==> src/rtl/simplepulsegenerator.sv <==
// Test-pulse source: a main pulse at a programmed COUNT bin, an optional afterpulse
// train, and an optional short pre-trigger noise glitch.
module simplepulsegenerator #(
    parameter int unsigned NOISE_LEAD  = 8,
    parameter int unsigned NOISE_WIDTH = 2
) (
    input  logic        CLK,
    input  logic        RESET,
    input  logic [15:0] COUNT,
    input  logic [2:0]  GLOBAL_STATE,
    input  logic [15:0] START,
    input  logic [15:0] WIDTH,
    input  logic [3:0]  NAFTER,
    input  logic [15:0] AFTER_GAP,
    input  logic [7:0]  AFTER_WIDTH,
    input  logic        NOISE_EN,
    output logic        PULSE,
    output logic        BUSY,
    output logic        DONE,
    output logic [4:0]  SENT
);

    typedef enum logic [2:0] {
        sIDLE,
        sARMED,
        sMAIN,
        sGAP,
        sAFTER,
        sDONE
    } state_t;

    state_t      state, state_n;
    logic        pulse_q, pulse_n;
    logic [4:0]  sent_q, sent_n;
    logic [15:0] cnt_q, cnt_n;
    logic [3:0]  aidx_q, aidx_n;
    logic [7:0]  noise_q, noise_n;

    logic [15:0] start_l, start_ln;
    logic [15:0] width_l, width_ln;
    logic [3:0]  nafter_l, nafter_ln;
    logic [15:0] gap_l, gap_ln;
    logic [7:0]  awidth_l, awidth_ln;
    logic        noise_en_l, noise_en_ln;

    logic [15:0] width_m1, gap_m1, awidth_m1, noise_bin;
    logic [4:0]  sent_inc;

    // Down-counters load (length - 1) so a zero length behaves as one cycle.
    assign width_m1  = (width_l == '0) ? '0 : width_l - 16'd1;
    assign gap_m1    = (gap_l == '0) ? '0 : gap_l - 16'd1;
    assign awidth_m1 = (awidth_l == '0) ? '0 : {8'd0, awidth_l} - 16'd1;
    assign noise_bin = start_l - 16'(NOISE_LEAD);
    assign sent_inc  = (sent_q == 5'd16) ? sent_q : sent_q + 5'd1;

    always_ff @(posedge CLK) begin
        if (RESET) begin
            state      <= sIDLE;
            pulse_q    <= 1'b0;
            sent_q     <= '0;
            cnt_q      <= '0;
            aidx_q     <= '0;
            noise_q    <= '0;
            start_l    <= '0;
            width_l    <= '0;
            nafter_l   <= '0;
            gap_l      <= '0;
            awidth_l   <= '0;
            noise_en_l <= 1'b0;
        end else begin
            state      <= state_n;
            pulse_q    <= pulse_n;
            sent_q     <= sent_n;
            cnt_q      <= cnt_n;
            aidx_q     <= aidx_n;
            noise_q    <= noise_n;
            start_l    <= start_ln;
            width_l    <= width_ln;
            nafter_l   <= nafter_ln;
            gap_l      <= gap_ln;
            awidth_l   <= awidth_ln;
            noise_en_l <= noise_en_ln;
        end
    end

    always_comb begin
        state_n     = state;
        pulse_n     = pulse_q;
        sent_n      = sent_q;
        cnt_n       = cnt_q;
        aidx_n      = aidx_q;
        noise_n     = noise_q;
        start_ln    = start_l;
        width_ln    = width_l;
        nafter_ln   = nafter_l;
        gap_ln      = gap_l;
        awidth_ln   = awidth_l;
        noise_en_ln = noise_en_l;

        if (GLOBAL_STATE == 3'b000) begin
            state_n = sIDLE;
            pulse_n = 1'b0;
            noise_n = '0;
        end else begin
            case (state)
                sIDLE: begin
                    pulse_n = 1'b0;
                    if (GLOBAL_STATE == 3'b001) begin
                        start_ln    = START;
                        width_ln    = WIDTH;
                        nafter_ln   = NAFTER;
                        gap_ln      = AFTER_GAP;
                        awidth_ln   = AFTER_WIDTH;
                        noise_en_ln = NOISE_EN;
                        sent_n      = '0;
                        aidx_n      = '0;
                        noise_n     = '0;
                        state_n     = sARMED;
                    end
                end
                sARMED: begin
                    // Main launch wins over any glitch still in progress.
                    if (COUNT == start_l) begin
                        pulse_n = 1'b1;
                        cnt_n   = width_m1;
                        sent_n  = sent_inc;
                        noise_n = '0;
                        state_n = sMAIN;
                    end else if (noise_q != '0) begin
                        noise_n = noise_q - 8'd1;
                        pulse_n = (noise_q > 8'd1);
                    end else if (noise_en_l && (COUNT == noise_bin)) begin
                        noise_n = 8'(NOISE_WIDTH);
                        pulse_n = 1'b1;
                    end
                end
                sMAIN: begin
                    if (cnt_q == '0) begin
                        pulse_n = 1'b0;
                        if (nafter_l == '0) begin
                            state_n = sDONE;
                        end else begin
                            cnt_n   = gap_m1;
                            state_n = sGAP;
                        end
                    end else begin
                        cnt_n = cnt_q - 16'd1;
                    end
                end
                sGAP: begin
                    if (cnt_q == '0) begin
                        pulse_n = 1'b1;
                        cnt_n   = awidth_m1;
                        aidx_n  = aidx_q + 4'd1;
                        sent_n  = sent_inc;
                        state_n = sAFTER;
                    end else begin
                        cnt_n = cnt_q - 16'd1;
                    end
                end
                sAFTER: begin
                    if (cnt_q == '0) begin
                        pulse_n = 1'b0;
                        if (aidx_q == nafter_l) begin
                            state_n = sDONE;
                        end else begin
                            cnt_n   = gap_m1;
                            state_n = sGAP;
                        end
                    end else begin
                        cnt_n = cnt_q - 16'd1;
                    end
                end
                sDONE: begin
                    pulse_n = 1'b0;
                end
                default: begin
                    state_n = sIDLE;
                    pulse_n = 1'b0;
                end
            endcase
        end
    end

    assign PULSE = pulse_q;
    assign BUSY  = (state == sARMED) || (state == sMAIN) || (state == sGAP) || (state == sAFTER);
    assign DONE  = (state == sDONE);
    assign SENT  = sent_q;

endmodule

==> config.mk <==
export PLATFORM = sky130hd
export DESIGN_NAME = simplepulsegenerator
export DESIGN_NICKNAME = d
export VERILOG_FILES = /design/src/rtl/simplepulsegenerator.sv
export SDC_FILE = /design/constraint.sdc
export NUM_CORES = 1
export LEC_CHECK = 0
export BUFFER_PORTS_ARGS = -buffer_cell sky130_fd_sc_hd__buf_4
export CAP_MARGIN = 30
export CORE_MARGIN = 2
export CORE_UTILIZATION = 29
export CTS_CLUSTER_DIAMETER = 150
export DETAILED_ROUTE_END_ITERATION = 12
export SYNTH_ARGS = -nofsm -noshare
export SYNTH_HDL_FRONTEND = slang
export SYNTH_SLANG_ARGS = --single-unit
==> constraint.sdc <==
create_clock -name CLK -period 5.15 [get_ports CLK]
set_input_delay 0.515 -clock CLK [delete_from_list [all_inputs] [get_ports CLK]]
set_output_delay 0.515 -clock CLK [all_outputs]
set_load 0.005 [all_outputs]
Word-level counts from Yosys, hierarchy flattened. Index checks and enable logic that the tools add are counted.

Register bits after elaboration: 98. Bits in latches: 0. Memory bits (writable): 0. ROM bits: 0. Input bits: 82. Output and inout bits: 8. Logic and storage cells: 104. Memories: 0.

Add/sub/neg operators: 8. Multiply operators: 0. Divide/modulo/power cells: 0. Order comparisons: 1. Equality and inequality tests: 19. Shifts and indexed selects: 0. Multiplexer cells: 37. Bitwise gates (word level): 2. Reductions and logical operators: 25.

Operators with widths (count): $mux 16 (9); $pmux 16 s4 (1); $logic_not 16->1 (3); $sub 16x1->16 const B (3); $eq 16x16->1 (2); $mux 8 (4); $mux 3 (7); $mux 5 (4); $pmux 3 s6 (1); $pmux 8 s2 (1); $sub 16x4->16 const B (1); $pmux 5 s3 (1); $ne 2x2->1 const B (5); $reduce_and 5->1 (2); $reduce_and 3->1 (3); $sub 8x1->9 const B (1); $gt 8x1->1 const B (1); $logic_not 8->1 (1); $mux 4 (2); $pmux 4 s2 (1); $reduce_bool 8->1 (1); $sub 8x1->8 const B (1); $eq 3x1->1 const B (2); $eq 3x2->1 const B (2); other kinds (21) (33).

Longest topological paths before layout. Gate-level depths: netlist of the first run.

Depth in word-level cells: 7. Mapped depth: 10.

Least setup slack after synthesis of the first run. OpenSTA, ideal clock, no wires.

Path type: register to register. From: reg cnt_q[0]. To: reg cnt_q[14]. Arrival time: 2.482 ns. Data required time: 5.018 ns. Path slack: 2.536 ns. Cell stages (with the launch flop): 10. Clock period less this slack: 2.614 ns. Cell sequence: dfxtp_1 inv_1 ha_1 or4b_1 nor4b_4 nand2_1 o311a_1 clkbuf_1 o21ai_0 a21oi_1.

Word-level cells in the longest chain between the ends: 3. Elaborated cells on any way between the ends: 9. Classes of those cells: 1 x add/sub; 2 x eq/ne; 4 x mux; 2 x reduce/logical.

RTL lines: start: declaration (line 35) `logic [15:0] cnt_q, cnt_n;`; start signal: assignment (line 74) `cnt_q <= cnt_n;`; $sub 16x1->16 or $logic_not 16->1 (tied branches); $mux 16, or another cell as far along (line 162) `if (cnt_q == '0) begin`; $pmux 16 s4 or $reduce_and 5->1 (tied branches).

Parallel ways exist; a longest one is shown, timed or not. A chain may end at the register's enable or synchronous reset.

Worst setup path after layout of the first run.
From: reg cnt_q[0]. To: reg cnt_q[1].

The elaborated chain is that of the path after synthesis.

==> qor_table.md, run 1 <==
| Item | Reported |
|---|---|
| Result of the run | finished, final reports clean |
| Number of cells on the critical path | 9 |
| Leakage power | 2.723 nW |
| HPWL reported at the end of detailed placement | 11860 um |
| Die Width | 144.8 um |
| Pre-CTS worst setup slack | 1.991 ns |
| Ant. Diodes | 0 |
| Remaining global-route overflow | 0 |
| Final hold violation count | 0 |
| CP peak stage delay | 0.55 ns |
| Wire length of the first global-routing pass | 26160 um |
| Worst setup EP type | flop |
| Final routed DRC violation total | 0 |
| Final weighted congestion in routability-driven placement | 0.8707 |
| Via density per instance | 4.998 |
| Final antenna-violating net count | 0 |
| Worst min-delay path class | in -> reg |
| Fin nets | 933 |
| Top fanout value on the critical path | 16 |
| Clock sink total | 98 |
| Min setup slack post-route | 2.069 ns |
| Initial drt markers | 337 |
| Area fraction of the dominant cell type after synthesis | 34.15% |
| Distinct cell type count after synthesis | 61 |
| Initial Utilization | 29.52% |
| Most repeated cell in the gate-level netlist after synthesis | sky130_fd_sc_hd__nand2_1 |
| TritonCTS clock tree | yes |
| Critical Setup Path Class | reg -> reg |
| Synthesized area per cell | 7.471 um2 |
| Max IR drop VDD | 190.1 uV |
| Async set or reset register ratio after synthesis | 0% |
| Setup TNS after final layout | 0 ns |
| Cts hold-fix bufs | 0 |
| Signed area change from the synthesized netlist to the final layout | 21.56% |
| Beginning of the worst register-to-register path | cnt_q[0]$_SDFFE_PP0P_ |
| TritonCTS buffer count | 9 |
| Antenna violations before repair | 0 |
| Post-Layout Cell Count | 1109 |
| Fmax | 324.5 MHz |
| Number of warning messages in the yosys log | 0 |
| Fin crit share | 59.83% |
| Area enclosed by the die boundary | 20950 um2 |
| Most area-consuming cells after synthesis | sky130_fd_sc_hd__dfxtp_1 34%, sky130_fd_sc_hd__nand2_1 9.6%, sky130_fd_sc_hd__a21oi_1 7.1% |
| Cell repeated most along the worst path | sky130_fd_sc_hd__nand2_1 |
| Area leader, netlist | sky130_fd_sc_hd__dfxtp_1 |
| Worst reg-to-reg setup slack | 2.07 ns |
| Root buf cell | sky130_fd_sc_hd__clkbuf_16 |
| Post-Syn Area | 5746 um2 |
| Overall Global Routing Usage | 15.73% |
| CP max stage cell | sky130_fd_sc_hd__or4b_1 |
| Hold Slack | 0.4070 ns |
| Clock slew seen by the registers of the worst setup and hold paths | 0.07 ns |
| Total routed wirelength | 16140 um |
| Cell count after synthesis | 769 |
| Time the final worst path needs with I/O delays and setup | 3.081 ns |
| Worst setup path startpoint | cnt_q[0]$_SDFFE_PP0P_ |
| Vias in the first global route | 5157 |
| EDFF count, synth | 0 |
| Worst Tran Pin Value | 0.9235 ns |
| Total via count in the routed design | 5543 |
| Layout cells sized above 1 | 14.57% |
| Yosys reg bits | 98 |
| Dpl cells | 1093 |
| Worst setup SP type | flop |
| Number of cells on the worst reg-to-reg path | 9 |
| Maximum root-to-sink buffer count | 2 |
| Die height | 144.8 um |
| Buf+Inv Stages, Crit Path | 1 |
| Setup bufs post-CTS | 0 |
| Setup Viol. Count Final | 0 |
| Power per cell area | 403.5 nW/um2 |
| Remaining max-slew budget at the tightest pin | 37.86% |
| Number of placed I/O pins | 90 |
| Post-Route Skew | 0.008004 ns |
| H-tree depth | 3 |
| Synth Net Count | 863 |
| Cell-by-cell trace of the critical path | inv_1, ha_1, or4b_1, nor4b_4, nand2_1, nand2_1, nor2_1, a2111oi_0, a211oi_1 |
| Share of the yosys chip area belonging to registers | 34.15% |
| Placed cell areas | 6655 um2 |
| Worst Setup EP | cnt_q[1]$_SDFFE_PP0P_ |
| Required time of the worst setup path | 5.35 ns |
| Final Slew Violations | 0 |
| R2R Path End | cnt_q[1]$_SDFFE_PP0P_ |
| Largest net degree at the start of global routing | 81 |
| Cell Rows | 51 |
| CTS resizes | 0 |
| Worst Path Arrival | 3.28 ns |
| Post-DR wirelength/cell | 14.55 um |
| Post-route design area | 6984 um2 |
| Worst-skew pair later-pin latency | 0.35 ns |
| Pre-antenna DRT Iters | 5 |
| Cell type group with the largest total delay on the critical path | simple AND/OR/NAND/NOR gates |
| Most frequent cells after synthesis | 147 x sky130_fd_sc_hd__nand2_1, 98 x sky130_fd_sc_hd__dfxtp_1, 82 x sky130_fd_sc_hd__a21oi_1 |
| RSZ-0062 raised after global routing | no |
| Commonest register cell after synthesis | sky130_fd_sc_hd__dfxtp_1 |
| Max-cap viol count | 0 |
| Core outline area | 19460 um2 |
| Port buffer count | 89 |
## sequential cells by signal, indices dropped and copies added (netlist names), 4 cells and up
register / count
awidth_l: 8
width_l: 16
SENT: 5
aidx_q: 4
nafter_l: 4
start_l: 16
cnt_q: 16
noise_q: 8
gap_l: 16
## final cells by class
| type | instances | area, um2 |
|---|---|---|
| fill | 2094 | 12480 |
| multi-input combinational | 610 | 3543 |
| sequential | 98 | 1962 |
| timing repair buffer | 98 | 735.7 |
| tap | 265 | 331.6 |
| clock buffer | 10 | 239.0 |
| clock inverter | 6 | 90.09 |
| inverter | 22 | 82.58 |
## worst register-to-register path: cells and delay by family (launching register included)
kind                     cells  cell delay (ns)
buffers and inverters        1             0.08
flip-flops                   1             0.32
AO/OA/AOI/OAI                2             0.48
AND/OR/NAND/NOR              5             1.86
adder cells (fa/ha/maj)      1             0.20
## cells by family (layout without fill, tap and decap cells)
kind of cell | after synthesis | after routing | share of synthesized area [%]
AOI/OAI and AO/OA | 182 | 182 | 19.16
xor gates and xnor gates | 73 | 73 | 11.13
adders and majority gates | 12 | 12 | 2.613
buffers and inverters | 61 | 136 | 4.290
DFF | 98 | 98 | 34.15
muxes | 2 | 2 | 0.3484
and+or+nand+nor | 341 | 341 | 28.31
## layer usage
layer	share of wire, %	track usage, %	up-vias
met3	4.0	2.073	21
met1	50	22.79	2541
met4	2.2	5.979	0
met2	43	23.66	132
li1	-	-	2849
met5	0	0	-
## per-stage QoR
step	util, %	total power [mW]
floorplan	-	1.784
global placement	34.12	2.070
detailed placement	34.19	2.080
CTS	35.89	2.837
global route	35.89	3.004
finish	35.89	2.818
## cell usage in the layout (no fill, tap or decap), types with 4 or more instances in the layout
master and count:
sky130_fd_sc_hd__o31ai_1 4, sky130_fd_sc_hd__and2_1 4, sky130_fd_sc_hd__nand2_1 147, sky130_fd_sc_hd__dfxtp_1 98, sky130_fd_sc_hd__o21ai_0 28, sky130_fd_sc_hd__nand2b_1 10, sky130_fd_sc_hd__nand3_1 12, sky130_fd_sc_hd__nor4_1 16
sky130_fd_sc_hd__nand3b_1 4, sky130_fd_sc_hd__nor3_1 29, sky130_fd_sc_hd__xnor2_1 34, sky130_fd_sc_hd__nor2_1 64, sky130_fd_sc_hd__xor2_1 39, sky130_fd_sc_hd__or3_1 14, sky130_fd_sc_hd__inv_1 22, sky130_fd_sc_hd__ha_1 12
sky130_fd_sc_hd__nor3b_1 4, sky130_fd_sc_hd__a21oi_1 82, sky130_fd_sc_hd__a211oi_1 8, sky130_fd_sc_hd__a31oi_1 11, sky130_fd_sc_hd__clkbuf_16 9, sky130_fd_sc_hd__or4_1 7, sky130_fd_sc_hd__nand4_1 8, sky130_fd_sc_hd__o22ai_1 18
sky130_fd_sc_hd__buf_4 98
## worst min path at each step
stage / start / cells after the start / slack (ns) / endpoint
3_3_place_gp: noise_en_l$_SDFFE_PP0P_ / 2 / 0.45 / noise_en_l$_SDFFE_PP0P_
5_1_grt: START[0] / 3 / 0.41 / start_l[0]$_SDFFE_PP0P_
4_1_cts: START[1] / 3 / 0.39 / start_l[1]$_SDFFE_PP0P_
3_5_place_dp: noise_en_l$_SDFFE_PP0P_ / 2 / 0.45 / noise_en_l$_SDFFE_PP0P_
2_1_floorplan: noise_en_l$_SDFFE_PP0P_ / 2 / 0.44 / noise_en_l$_SDFFE_PP0P_
6_report: AFTER_GAP[8] / 3 / 0.41 / gap_l[8]$_SDFFE_PP0P_
## report_power, final
part	switching, mW	total [mW]	internal, mW
Sequential	0.125	0.979	0.853
Clock	0.311	0.751	0.440
Combinational	0.634	1.09	0.455
No activity file was read; power rests on OpenSTA's default activity.
==> inputs of run 2 (changes only) <==
==> constraint.sdc (replaced) <==
create_clock -name CLK -period 3.19 [get_ports CLK]
set_input_delay 0.319 -clock CLK [delete_from_list [all_inputs] [get_ports CLK]]
set_output_delay 0.319 -clock CLK [all_outputs]
set_load 0.005 [all_outputs]
==> qor_table.md, run 2 (synthesis gave the netlist of run 1 again) <==
| Item | Reported | Delta |
|---|---|---|
| Result of the run | finished, final reports clean |  |
| Fmax | 353.0 MHz | +8.8% |
| CP peak stage delay | 0.61 ns | +0.06 ns |
| Final antenna-violating net count | 0 | unchanged |
| Final Slew Violations | 0 | unchanged |
| Worst Tran Pin Value | 0.7348 ns | -0.1888 ns |
| TritonCTS buffer count | 9 | unchanged |
| Number of placed I/O pins | 90 | unchanged |
| CP max stage cell | sky130_fd_sc_hd__o311ai_2 |  |
| Clock sink total | 98 | unchanged |
| Final hold violation count | 0 | unchanged |
| Maximum root-to-sink buffer count | 2 | unchanged |
| Root buf cell | sky130_fd_sc_hd__clkbuf_16 |  |
| Cell-by-cell trace of the critical path | inv_1, ha_1, or4b_1, nor4b_4, nand2_1, o311ai_2, buf_4, a311oi_1, nor3_1 |  |
| Signed area change from the synthesized netlist to the final layout | 22.74% |  |
| Die Width | 144.8 um | unchanged |
| Post-Route Skew | 0.01093 ns | +0.002930 ns |
| Final routed DRC violation total | 0 | unchanged |
| Storage cell area | 1962 um2 | unchanged |
| Wire length of the first global-routing pass | 26220 um | +0.21% |
| Clock slew seen by the registers of the worst setup and hold paths | 0.07 ns | about the same |
| Antenna violations before repair | 0 | unchanged |
| Area occupied by multi-input gates | 3543 um2 | unchanged |
| Critical Setup Path Class | reg -> reg |  |
| Cell type group with the largest total delay on the critical path | simple AND/OR/NAND/NOR gates |  |
| Remaining max-slew budget at the tightest pin | 50.56% | +13 points |
| Overall Global Routing Usage | 15.95% | +0.21 points |
| Via density per instance | 4.989 | -0.18% |
| Worst setup EP type | flop |  |
| Remaining global-route overflow | 0 | unchanged |
| Total routed wirelength | 16350 um | +1.3% |
| CTS resizes | 0 | unchanged |
| Pre-antenna DRT Iters | 5 | unchanged |
| Total design power | 4.508 mW | +60% |
| R2R Path End | cnt_q[12]$_SDFFE_PP0P_ |  |
| Number of fill cells | 2089 | -0.24% |
| Cell Rows | 51 | unchanged |
| Largest net degree at the start of global routing | 52 | -36% |
| Ant. Diodes | 0 | unchanged |
| Beginning of the worst register-to-register path | cnt_q[0]$_SDFFE_PP0P_ |  |
| Time the final worst path needs with I/O delays and setup | 2.833 ns | -0.2485 ns |
| Worst-skew pair later-pin latency | 0.36 ns | about the same |
| Worst reg-to-reg setup slack | 0.36 ns | -1.71 ns |
| Worst Path Arrival | 3.11 ns | -0.17 ns |
| Buf+Inv Stages, Crit Path | 2 | +1 |
| Power per cell area | 639.2 nW/um2 | +58% |
| Port buffer count | 89 | unchanged |
| Leakage power | 2.767 nW | +1.6% |
| Hold path startpoint | START[2] |  |
| Initial drt markers | 317 | -5.9% |
| Most used cells in the layout excluding fill and tap cells | 147 x sky130_fd_sc_hd__nand2_1, 113 x sky130_fd_sc_hd__buf_4, 98 x sky130_fd_sc_hd__dfxtp_1, 82 x sky130_fd_sc_hd__a21oi_1, 64 x sky130_fd_sc_hd__nor2_1 |  |
| H-tree depth | 3 | unchanged |
| Worst setup path startpoint | cnt_q[0]$_SDFFE_PP0P_ |  |
| Fin nets | 948 | +1.6% |
| Commonest non-fill, non-tap cell in the layout | sky130_fd_sc_hd__nand2_1 |  |
| Area enclosed by the die boundary | 20950 um2 | unchanged |
| RSZ-0062 raised after global routing | no |  |
| Worst setup SP type | flop |  |
| Hold Slack | 0.2053 ns | -0.2017 ns |
| Cts hold-fix bufs | 0 | unchanged |
| HPWL reported at the end of detailed placement | 12190 um | +2.8% |
| Vias in the first global route | 5149 | -0.16% |
| Final core utilization | 36.23% | +0.35 points |
| Number of cells on the critical path | 9 | unchanged |
| Setup TNS after final layout | 0 ns | unchanged |
| Fin crit share | 88.80% | +29 points |
| Top fanout value on the critical path | 9 | -7 |
| Layout cells sized above 1 | 15.83% | +1.3 points |
| Worst min-delay path class | in -> reg |  |
| Post-DR wirelength/cell | 14.54 um | about the same |
| Die height | 144.8 um | unchanged |
| Worst Setup EP | cnt_q[12]$_SDFFE_PP0P_ |  |
| Core outline area | 19460 um2 | unchanged |
| Max IR drop VDD | 327.1 uV | +72% |
| Setup Viol. Count Final | 0 | unchanged |
| Max-cap viol count | 0 | unchanged |
| TritonCTS clock tree | yes |  |
| Total via count in the routed design | 5608 | +1.2% |
| Final weighted congestion in routability-driven placement | 0.8660 | -0.54% |
| Number of cells on the worst reg-to-reg path | 9 | unchanged |
| Initial Utilization | 29.52% | unchanged |
| Required time of the worst setup path | 3.47 ns | -1.88 ns |
| Setup bufs post-CTS | 0 | unchanged |
run 2: through the flow:
step	std cells	setup WS, ns	area (um2)
after floorplan	769	0.5760	5746
after global placement	1108	0.4542	6768
after detailed placement	1108	0.4006	6768
after CTS	1124	0.3712	7052
after global routing	1124	0.1350	7052
final	1124	0.3572	7052
run 2: tightest hold or removal path: stages:
cell and delay, ns:
sky130_fd_sc_hd__buf_4 0.11, sky130_fd_sc_hd__nand2_1 0.04, sky130_fd_sc_hd__a21oi_1 0.05
run 2: where the power goes:
part	internal, mW	switching [mW]	total, mW
registers	1.38	0.186	1.56
clock network	0.574	0.489	1.06
logic	0.803	1.08	1.88
total	2.76	1.75	4.51
run 2: layer usage:
metal	wire (um)	track usage, %
met5	0	0
met4	264	5.621
met3	950	3.521
met2	7177	24.53
met1	7952	21.95
run 2: area by class of cell:
class / count / share of cell area, %
repair buffers: 113 / 12.03
multi-input cells: 610 / 50.25
inverters: 22 / 1.171
clock buffers: 13 / 3.691
well taps: 265 / 4.702
clock inverters: 3 / 0.3371
flip-flops and latches: 98 / 27.82
run 2: worst min-delay path by stage:
| stage | to | slack, ns | depth (start not counted) |
|---|---|---|---|
| 2_1_floorplan | noise_en_l$_SDFFE_PP0P_ | 0.44 | 2 |
| 3_3_place_gp | noise_en_l$_SDFFE_PP0P_ | 0.46 | 2 |
| 3_5_place_dp | noise_en_l$_SDFFE_PP0P_ | 0.46 | 2 |
| 4_1_cts | gap_l[8]$_SDFFE_PP0P_ | 0.20 | 3 |
| 5_1_grt | start_l[2]$_SDFFE_PP0P_ | 0.20 | 3 |
| 6_report | start_l[2]$_SDFFE_PP0P_ | 0.21 | 3 |
==> inputs of run 3 (changes only) <==
--- a/config.mk
+++ b/config.mk
@@ -7,6 +7,7 @@
 export LEC_CHECK = 0
 export BUFFER_PORTS_ARGS = -buffer_cell sky130_fd_sc_hd__buf_4
 export CAP_MARGIN = 30
+export CORE_ASPECT_RATIO = 1.5
 export CORE_MARGIN = 2
 export CORE_UTILIZATION = 29
 export CTS_CLUSTER_DIAMETER = 150
==> qor_table.md, run 3 (synthesis gave the netlist of run 1 again) <==
| Item | Reported | Delta |
|---|---|---|
| Port buffer count | 89 | unchanged |
| Storage cell area | 1962 um2 | unchanged |
| Setup TNS after final layout | 0 ns | unchanged |
| Signed area change from the synthesized netlist to the final layout | 22.78% | about the same |
| Min setup slack post-route | 0.3911 ns | +0.03395 ns |
| Power per cell area | 644.5 nW/um2 | +0.83% |
| Top fanout value on the critical path | 8 | -1 |
| Sequential fraction of design power | 34.4% | -0.3 points |
| Leakage power | 2.769 nW | about the same |
| Final weighted congestion in routability-driven placement | 0.8770 | +1.3% |
| Layout cells sized above 1 | 15.57% | -0.26 points |
| Total via count in the routed design | 5599 | -0.16% |
| H-tree depth | 3 | unchanged |
| Worst min-delay path class | in -> reg |  |
| Sw Pwr | 1.758 mW | +0.32% |
| Beginning of the worst register-to-register path | cnt_q[0]$_SDFFE_PP0P_ |  |
| HPWL reported at the end of detailed placement | 12560 um | +3.0% |
| Hold path startpoint | AFTER_GAP[10] |  |
| Final routed DRC violation total | 0 | unchanged |
| Total design power | 4.546 mW | +0.86% |
| Clock slew seen by the registers of the worst setup and hold paths | 0.08 ns | about the same |
| Area enclosed by the die boundary | 20980 um2 | +0.11% |
| Overall Global Routing Usage | 15.87% | -0.080 points |
| TritonCTS buffer count | 9 | unchanged |
| Antenna violations before repair | 0 | unchanged |
| Number of placed I/O pins | 90 | unchanged |
| Pre-CTS worst setup slack | 0.4171 ns | +0.01649 ns |
| Wire length of the first global-routing pass | 26590 um | +1.4% |
| Total routed wirelength | 16640 um | +1.8% |
| Required time of the worst setup path | 3.46 ns | about the same |
| Worst Path Arrival | 3.07 ns | -0.04 ns |
| Root buf cell | sky130_fd_sc_hd__clkbuf_16 |  |
| Worst setup EP type | flop |  |
| Commonest non-fill, non-tap cell in the layout | sky130_fd_sc_hd__nand2_1 |  |
| Number of fill cells | 2098 | +0.43% |
| Via density per instance | 5.026 | +0.74% |
| RSZ-0062 raised after global routing | no |  |
| Remaining max-slew budget at the tightest pin | 54.91% | +4.3 points |
| Area occupied by multi-input gates | 3543 um2 | unchanged |
| Clock sink total | 98 | unchanged |
| Core outline area | 19630 um2 | +0.85% |
| Worst setup SP type | flop |  |
| Setup bufs post-CTS | 0 | unchanged |
| Initial Utilization | 29.27% | -0.25 points |
| Fin crit share | 87.74% | -1.1 points |
| Final antenna-violating net count | 0 | unchanged |
| Post-Route Skew | 0.01091 ns | -0.00002710 ns |
| Fmax | 357.3 MHz | +1.2% |
| Setup Viol. Count Final | 0 | unchanged |
| Largest net degree at the start of global routing | 62 | +19% |
| Post-DR wirelength/cell | 14.94 um | +2.7% |
| Cell Rows | 63 | +24% |
| Worst Tran Pin Value | 0.6701 ns | -0.06464 ns |
| Final Slew Violations | 0 | unchanged |
| TritonCTS clock tree | yes |  |
| Vias in the first global route | 5478 | +6.4% |
| Time the final worst path needs with I/O delays and setup | 2.799 ns | -0.03395 ns |
| Logic pwr share | 41.1% | -0.6 points |
| Worst setup path startpoint | cnt_q[0]$_SDFFE_PP0P_ |  |
| Worst-skew pair later-pin latency | 0.35 ns | about the same |
| Result of the run | finished, final reports clean |  |
| Die Width | 118.9 um | -18% |
| Sw Share | 38.66% | -0.21 points |
| Ant. Diodes | 0 | unchanged |
| Max IR drop VDD | 262.5 uV | -20% |
| Maximum root-to-sink buffer count | 2 | unchanged |
| Final hold violation count | 0 | unchanged |
| Pre-antenna DRT Iters | 4 | -1 |
| Max-cap viol count | 0 | unchanged |
| Remaining global-route overflow | 0 | unchanged |
| Die height | 176.4 um | +22% |
| Critical Setup Path Class | reg -> reg |  |
| Most used cells in the layout excluding fill and tap cells | 147 x sky130_fd_sc_hd__nand2_1, 107 x sky130_fd_sc_hd__buf_4, 98 x sky130_fd_sc_hd__dfxtp_1, 82 x sky130_fd_sc_hd__a21oi_1, 64 x sky130_fd_sc_hd__nor2_1 |  |
| CTS resizes | 0 | unchanged |
| Initial drt markers | 367 | +16% |
| Cts hold-fix bufs | 0 | unchanged |
| Proportion of power drawn by the clock network | 24.5% | +0.9 points |
| Fin nets | 944 | -0.42% |
| Internal power | 2.789 mW | +1.2% |
run 3: cell types whose count changed in the layout (fill, tap and decap cells not counted), sizes merged:
cell,delta
bufinv,+1
clkbuf,-4
clkinv,-1
buf,-4
clkinvlp,-1
inv,+4
run 3: per-stage QoR:
step           area, um2  hold WS, ns  instances  utilization [%]
2_1_floorplan       5746       0.4366        769                -
3_3_place_gp        6756       0.4507       1099            34.42
3_5_place_dp        6756       0.4555       1099            34.42
4_1_cts             7054       0.2120       1114            35.94
5_1_grt             7054       0.2145       1114            35.94
6_report            7054       0.2144       1114            35.94
run 3: power groups by stage:
stage | Combinational [mW] | Sequential (mW) | Clock [mW]
finish | 1.87 | 1.56 | 1.12
global route | 2.10 | 1.59 | 1.19
CTS | 1.88 | 1.56 | 1.14
detailed placement | 1.86 | 1.59 | 0
global placement | 1.86 | 1.59 | 0
floorplan | 1.35 | 1.53 | 0
run 3: routing by layer:
layer  GRT usage [%]  wire, um  up-vias
met5               0         0        -
met4           6.052       471        0
met3           1.841       385       25
met2           32.09      9452       90
met1           16.28      6332     2612
li1                -         -     2872
run 3: path summary, 6_finish.rpt:
check | end | slack (ns) | cells past startpoint
worst min-delay path | gap_l[10]$_SDFFE_PP0P_ | 0.21 | 3
worst min register to register | noise_en_l$_SDFFE_PP0P_ | 0.47 | 2
worst max register to register | PULSE$_SDFFE_PP0P_ | 0.39 | 9
worst max-delay path | PULSE$_SDFFE_PP0P_ | 0.39 | 9
run 3: area by class of cell:
class                           instances  share of cell area (%)
Multi-Input combinational cell        610                   50.23
Sequential cell                        98                   27.81
Timing Repair Buffer                  109                   11.95
Tap cell                              260                   4.612
Clock buffer                            9                   3.193
Inverter                               22                   1.171
Clock inverter                          6                   1.029
run 3: worst max-delay path, stage by stage (launching register included):
cell                      delay [ns]
sky130_fd_sc_hd__dfxtp_1        0.32
sky130_fd_sc_hd__inv_1          0.08
sky130_fd_sc_hd__ha_1           0.20
sky130_fd_sc_hd__or4b_1         0.56
sky130_fd_sc_hd__nor4b_4        0.31
sky130_fd_sc_hd__buf_4          0.20
sky130_fd_sc_hd__and2_1         0.29
sky130_fd_sc_hd__nor2_1         0.13
sky130_fd_sc_hd__or4_1          0.51
sky130_fd_sc_hd__a21oi_1        0.13
